<file path="src/rtl/riscv_pkg.sv">
// Shared RISC-V pipeline definitions: fetch FSM state encoding and instruction size.
package riscv_pkg;

    typedef enum logic [1:0] {
        IDLE = 2'd0,
        REQ  = 2'd1,
        WAIT = 2'd2,
        HOLD = 2'd3
    } fetch_state_e;

    localparam int unsigned INSTR_BYTES = 4;

endpackage

</file>
<file path="src/rtl/fetch_unit_pc.sv">
// Program counter for the fetch stage: sequential increment, redirect
// handling and the kill flag for redirects that arrive while a memory
// transaction is in flight.
module fetch_pc
    import riscv_pkg::*;
#(
    parameter logic [31:0] RESET_VECTOR = 32'h0000_0000,
    parameter int unsigned XLEN         = 32
) (
    input  logic            clk,
    input  logic            rst,
    input  logic            advance,        // instruction consumed: PC += 4
    input  logic            redirect,       // redirect pulse from execute
    input  logic [XLEN-1:0] redirect_addr,
    input  logic            defer,          // request in flight (REQ or WAIT)
    input  logic            complete,       // in-flight response arriving this cycle
    output logic [XLEN-1:0] pc,
    output logic            kill
);

    logic [XLEN-1:0] pc_q, pc_d;
    logic [XLEN-1:0] pend_q, pend_d;
    logic            kill_q, kill_d;

    // Next PC / pending target / kill; a redirect landing on the completing
    // response is newest and wins over the stored pending target.
    always_comb begin
        pc_d   = pc_q;
        pend_d = pend_q;
        kill_d = kill_q;
        if (complete && (kill_q || redirect)) begin
            pc_d   = redirect ? redirect_addr : pend_q;
            kill_d = 1'b0;
        end else if (redirect && defer) begin
            pend_d = redirect_addr;
            kill_d = 1'b1;
        end else if (redirect) begin
            pc_d = redirect_addr;
        end else if (advance) begin
            pc_d = pc_q + XLEN'(INSTR_BYTES);
        end
    end

    // PC, pending redirect target and kill flag registers.
    always_ff @(posedge clk) begin
        if (rst) begin
            pc_q   <= RESET_VECTOR;
            pend_q <= '0;
            kill_q <= 1'b0;
        end else begin
            pc_q   <= pc_d;
            pend_q <= pend_d;
            kill_q <= kill_d;
        end
    end

    assign pc   = pc_q;
    assign kill = kill_q;

endmodule

</file>
<file path="src/rtl/fetch_unit.sv">
// Instruction fetch stage: takes a fetch command, issues one read at PC,
// captures the response and presents it until consumed or redirected.
module fetch_unit
    import riscv_pkg::*;
#(
    parameter logic [31:0] RESET_VECTOR = 32'h0000_0000,
    parameter int unsigned XLEN         = 32
) (
    input  logic            clk,
    input  logic            rst,
    input  logic            i_fetch_valid,
    output logic            o_fetch_ready,
    output logic            o_instr_valid,
    input  logic            i_instr_ready,
    output logic [XLEN-1:0] o_instr_data,
    output logic [XLEN-1:0] o_instr_pc,
    output logic            o_instr_fault,
    output logic            o_imem_req_valid,
    input  logic            i_imem_req_ready,
    output logic [XLEN-1:0] o_imem_addr,
    input  logic            i_imem_rsp_valid,
    input  logic [XLEN-1:0] i_imem_rsp_data,
    input  logic            i_imem_rsp_err,
    input  logic            i_redirect_valid,
    input  logic [XLEN-1:0] i_redirect_addr
);

    fetch_state_e    state_q, state_d;
    logic [XLEN-1:0] data_q, data_d;
    logic            fault_q, fault_d;
    logic            advance;
    logic            kill;
    logic [XLEN-1:0] pc;

    fetch_pc #(
        .RESET_VECTOR (RESET_VECTOR),
        .XLEN         (XLEN)
    ) u_pc (
        .clk           (clk),
        .rst           (rst),
        .advance       (advance),
        .redirect      (i_redirect_valid),
        .redirect_addr (i_redirect_addr),
        .defer         ((state_q == REQ) || (state_q == WAIT)),
        .complete      ((state_q == WAIT) && i_imem_rsp_valid),
        .pc            (pc),
        .kill          (kill)
    );

    // Fetch FSM next state and instruction capture. A redirect in IDLE takes
    // the cycle, so a simultaneous fetch command is not accepted.
    always_comb begin
        state_d = state_q;
        data_d  = data_q;
        fault_d = fault_q;
        advance = 1'b0;
        case (state_q)
            IDLE: begin
                if (i_fetch_valid && !i_redirect_valid) begin
                    if (pc[1:0] == 2'b00) begin
                        state_d = REQ;
                    end else begin
                        state_d = HOLD;
                        fault_d = 1'b1;
                        data_d  = '0;
                    end
                end
            end
            REQ: begin
                if (i_imem_req_ready) state_d = WAIT;
            end
            WAIT: begin
                if (i_imem_rsp_valid) begin
                    if (kill || i_redirect_valid) begin
                        state_d = IDLE;
                    end else begin
                        state_d = HOLD;
                        data_d  = i_imem_rsp_data;
                        fault_d = i_imem_rsp_err;
                    end
                end
            end
            HOLD: begin
                if (i_redirect_valid) begin
                    state_d = IDLE;
                end else if (i_instr_ready) begin
                    state_d = IDLE;
                    advance = 1'b1;
                end
            end
            default: begin
                state_d = IDLE;
                assert (1'b0) else $error("fetch_unit: illegal FSM state");
            end
        endcase
    end

    // State and captured-instruction registers.
    always_ff @(posedge clk) begin
        if (rst) begin
            state_q <= IDLE;
            data_q  <= '0;
            fault_q <= 1'b0;
        end else begin
            state_q <= state_d;
            data_q  <= data_d;
            fault_q <= fault_d;
        end
    end

    assign o_fetch_ready    = (state_q == IDLE) && !i_redirect_valid;
    assign o_instr_valid    = (state_q == HOLD);
    assign o_imem_req_valid = (state_q == REQ);
    assign o_imem_addr      = pc;
    assign o_instr_pc       = pc;
    assign o_instr_data     = data_q;
    assign o_instr_fault    = fault_q;

endmodule
</file>
<file path="config.mk">
export PLATFORM = sky130hd
export DESIGN_NAME = fetch_unit
export DESIGN_NICKNAME = d
export VERILOG_FILES = /design/src/rtl/riscv_pkg.sv /design/src/rtl/fetch_unit_pc.sv /design/src/rtl/fetch_unit.sv
export SDC_FILE = /design/constraint.sdc
export NUM_CORES = 1
export LEC_CHECK = 0
export CAP_MARGIN = 20
export CORE_ASPECT_RATIO = 0.5
export CORE_UTILIZATION = 46
export DETAILED_ROUTE_END_ITERATION = 8
export GPL_TIMING_DRIVEN = 1
export PLACE_DENSITY = 0.87
export REMOVE_ABC_BUFFERS = 1
export SLEW_MARGIN = 20
export SYNTH_ARGS = -nofsm -noshare
export SYNTH_HDL_FRONTEND = slang
export SYNTH_SLANG_ARGS = --single-unit
</file>
<file path="constraint.sdc">
create_clock -name clk -period 2.77 [get_ports clk]
set_input_delay 0.554 -clock clk [delete_from_list [all_inputs] [get_ports clk]]
set_output_delay 0.554 -clock clk [all_outputs]
set_load 0.005 [all_outputs]
</file>
==> metrics <==
DRT iter0 DRCs 535; post-synthesis mux area share 0.00994; Post-synth EDFFs 0; post-synth top area share 0.397; Avg Inst Size Synth approximately 7.7 sq um; clock root buffer clkbuf_16; fill count 813; I/O Buffers 171; core area 10400 sq um; Die Ht 76.0 microns; Cell Area, Synth 5040 sq um; GP Congestion 0.839; register area share after synthesis 0.397; unrepaired setup endpoints after global routing no; Rel. slew slack 0.443; post-route clock period utilization 0.891; WL final roughly 15 mm; switching power total roughly 1.9 mW; die area between 10000 and 15000 sq um; P_int 3.16 mW; hold_buf cts 0; Worst Path Arrival 1.91 ns; Reg power frac 0.373; fin crit period 2.47 ns; Worst Skew roughly 0.0074 ns; Initial Util 0.484; placed instance area 6700 sq um; hold crit path type reg2reg; Die X 150 microns; status completed; Comb pwr share 0.386; Crit path largest cell delay 0.60 ns; Final Hold Viols 0; Crit. End Element output pin; FF+latch area 2000 sq um; Via Count 5417; ys async rst share 0; post-cts resize count 0; share of cells above drive strength 1 0.0627; main combinational cell family by area after synthesis simple AND/OR/NAND/NOR gates; Warnings, synthesis 0; Synth area leaders dfxtp_1 40%, nand2_1 9.5%, a21oi_1 8.5%; PwrDens 718 nW/um^2; Cells after Synth between 600 and 700; worst skew pair latency 0.35 ns; XOR/XNOR Fraction of Synth Area 0.00174; number of max-cap violations 0; multi-input logic area 2580 sq um; synth unique cells 56; Post-Layout Inst Area between 6000 and 7000 sq um; Via density ~5.9; Setup WS post-layout 0.301 ns; Simple-Gate Fraction of Synth Area 0.245; Worst Path Class, Setup in2out; GR Util All Layers 0.265; Clock Power Share 0.241; Final HPWL DP 10.6 mm; CTS Sinks 100; Sw Share 0.369; fraction of the mapped netlist area in adder cells 0.0149; CTS HTree Levels 3; clock-pin slew of the registers on the worst-case setup and hold paths approximately 0.070 ns; Initial DRT Pass Iterations 6; area leader, netlist dfxtp_1; number of global-route vias before repair slightly below 5000; largest net degree at the start of global routing 81; largest buffer count on any clock path 2; Worst VDD drop 0.000442 V; n_diodes 0; slowest CP cell clkdlybuf4s50_1; Leak Pwr between 2 and 2.5 nW; first-pass GRT wire length 24.4 mm; complex-gate fraction of the synthesized area 0.240; critical path's most frequent cell clkdlybuf4s50_1; cell breakdown of the critical path clkdlybuf4s50_1 -> nor2b_1 -> clkdlybuf4s50_1; Max Freq 405 MHz; final hold slack about 0.45 ns; #FFs+latches synth 100; crit-path max FO 10; row cnt 26; CTS Buf Count 9; max-slew violation count 0; top_reg_cell synth dfxtp_1; startpoint types input pin; drt wl/cell between 15 and 20 microns; gr ovfl total 0; DRC viols 0; CTS tree yes; I/O pin count 172; Worst Tran Pin Value 0.835 ns; CP required 2.22 ns; Antenna Violating Nets Remaining 0; NumNets Final 855; Area Overhead vs Synth 38.6%; pre-CTS WS roughly 0.15 ns; final setup violation count 0; Post-CTS Setup Bufs 0; antenna violations before repair 0
==> stage by stage <==
step | utilization | std cells | total power, mW | setup TNS [ns]
finish | 0.671 | 922 | 5.01 | 0
detailed placement | 0.643 | 906 | 3.82 | 0
floorplan | - | 571 | 2.77 | -10.42
global route | 0.671 | 922 | 5.28 | 0
CTS | 0.671 | 922 | 5.02 | 0
global placement | 0.643 | 906 | 3.74 | 0
==> cell usage in the layout (no fill, tap or decap), types with 3 or more instances in the layout <==
cell type,Yosys,layout
nor3_1,15,15
ha_1,6,6
a21oi_1,86,86
and2_1,4,4
nand4_1,12,12
a31oi_1,7,7
clkbuf_16,0,9
clkdlybuf4s50_1,0,170
buf_4,32,23
a221o_1,3,3
nand2b_1,4,4
o21ai_0,17,17
o211ai_1,4,4
nand2_1,128,128
o31a_1,4,4
a211oi_1,11,11
o21a_1,3,3
inv_1,5,5
or4_1,3,3
a22o_1,5,5
nand3_1,44,44
mux2i_1,5,5
and4_1,5,5
nor2b_1,4,4
o22ai_1,3,3
o31ai_1,3,3
dfxtp_1,100,100
nor2_1,28,28
a22oi_1,19,19
nor4_1,4,4
a222oi_1,5,5
or3_1,3,3
clkinvlp_4,0,3
==> kinds of logic after synthesis <==
family	after synthesis
xor gates and xnor gates	1
AOI/OAI and AO/OA	189
DFF	100
and+or+nand+nor	265
adders and majority gates	6
buffers and inverters	88
muxes	5
==> power by group through the flow <==
stage               combinational (mW)  sequential, mW  clock [mW]
floorplan                        0.903            1.86           0
finish                            1.94            1.87        1.21
detailed placement                1.93            1.89           0
global route                      2.11            1.89        1.28
CTS                               1.94            1.86        1.22
global placement                  1.87            1.87           0
==> layer usage <==
metal,wire [microns],GRT usage,up-vias
met3,1410,0.0551,34
met4,237,0.0818,0
met1,6370,0.346,2511
met5,0,0,-
li1,-,-,2569
met2,7200,0.437,303
==> final timing paths <==
kind,startpoint,to,slack [ns],depth (start not counted)
worst max register to register,u_pc.pc[3],u_pc.pc[28],0.33,7
worst max-delay path,i_redirect_valid,o_fetch_ready,0.30,3
worst min-delay path,o_instr_data[23],o_instr_data[23],0.45,2
worst min register to register,o_instr_data[23],o_instr_data[23],0.45,2
==> critical path, delay by kind of cell <==
family        cells  cell delay, ns
buf+inv           2            1.16
simple gates      1            0.20
==> final cells by class <==
class | instances | share of cell area
Multi-Input combinational cell | 466 | 0.370
Sequential cell | 100 | 0.287
Timing Repair Buffer | 195 | 0.274
Clock buffer | 10 | 0.0342
Tap cell | 140 | 0.0251
Clock inverter | 6 | 0.00681
Inverter | 5 | 0.00269
==> state kept, by name (all words and copies together) (netlist names) <==
register / cells
u_pc.pend_q: 32
u_pc.kill: 1
state_q: 2
o_instr_data: 32
o_instr_fault: 1
u_pc.pc: 32
==> cells in the mapped netlist (all sizes together) (2+ instances only) <==
cell type  count
nor3          15
and2           4
a22oi         19
dfxtp        100
a211oi        11
o32ai          2
nor2b          4
ha             6
a31oi          7
or4            3
a211o          2
nand4         13
o31a           4
and4           5
clkbuf        42
nor4           4
o22ai          3
o21ai         17
nand2b         4
o21a           3
nor3b          2
mux2i          5
and3           2
a221o          3
o41ai          2
a21oi         86
buf           41
nand2        128
or3            4
inv            5
o2bb2ai        2
nor2          28
o31ai          3
o211ai         4
a22o           5
nand3         44
a21bo          2
a222oi         5
a221oi         2
No activity file was read; power rests on OpenSTA's default activity.
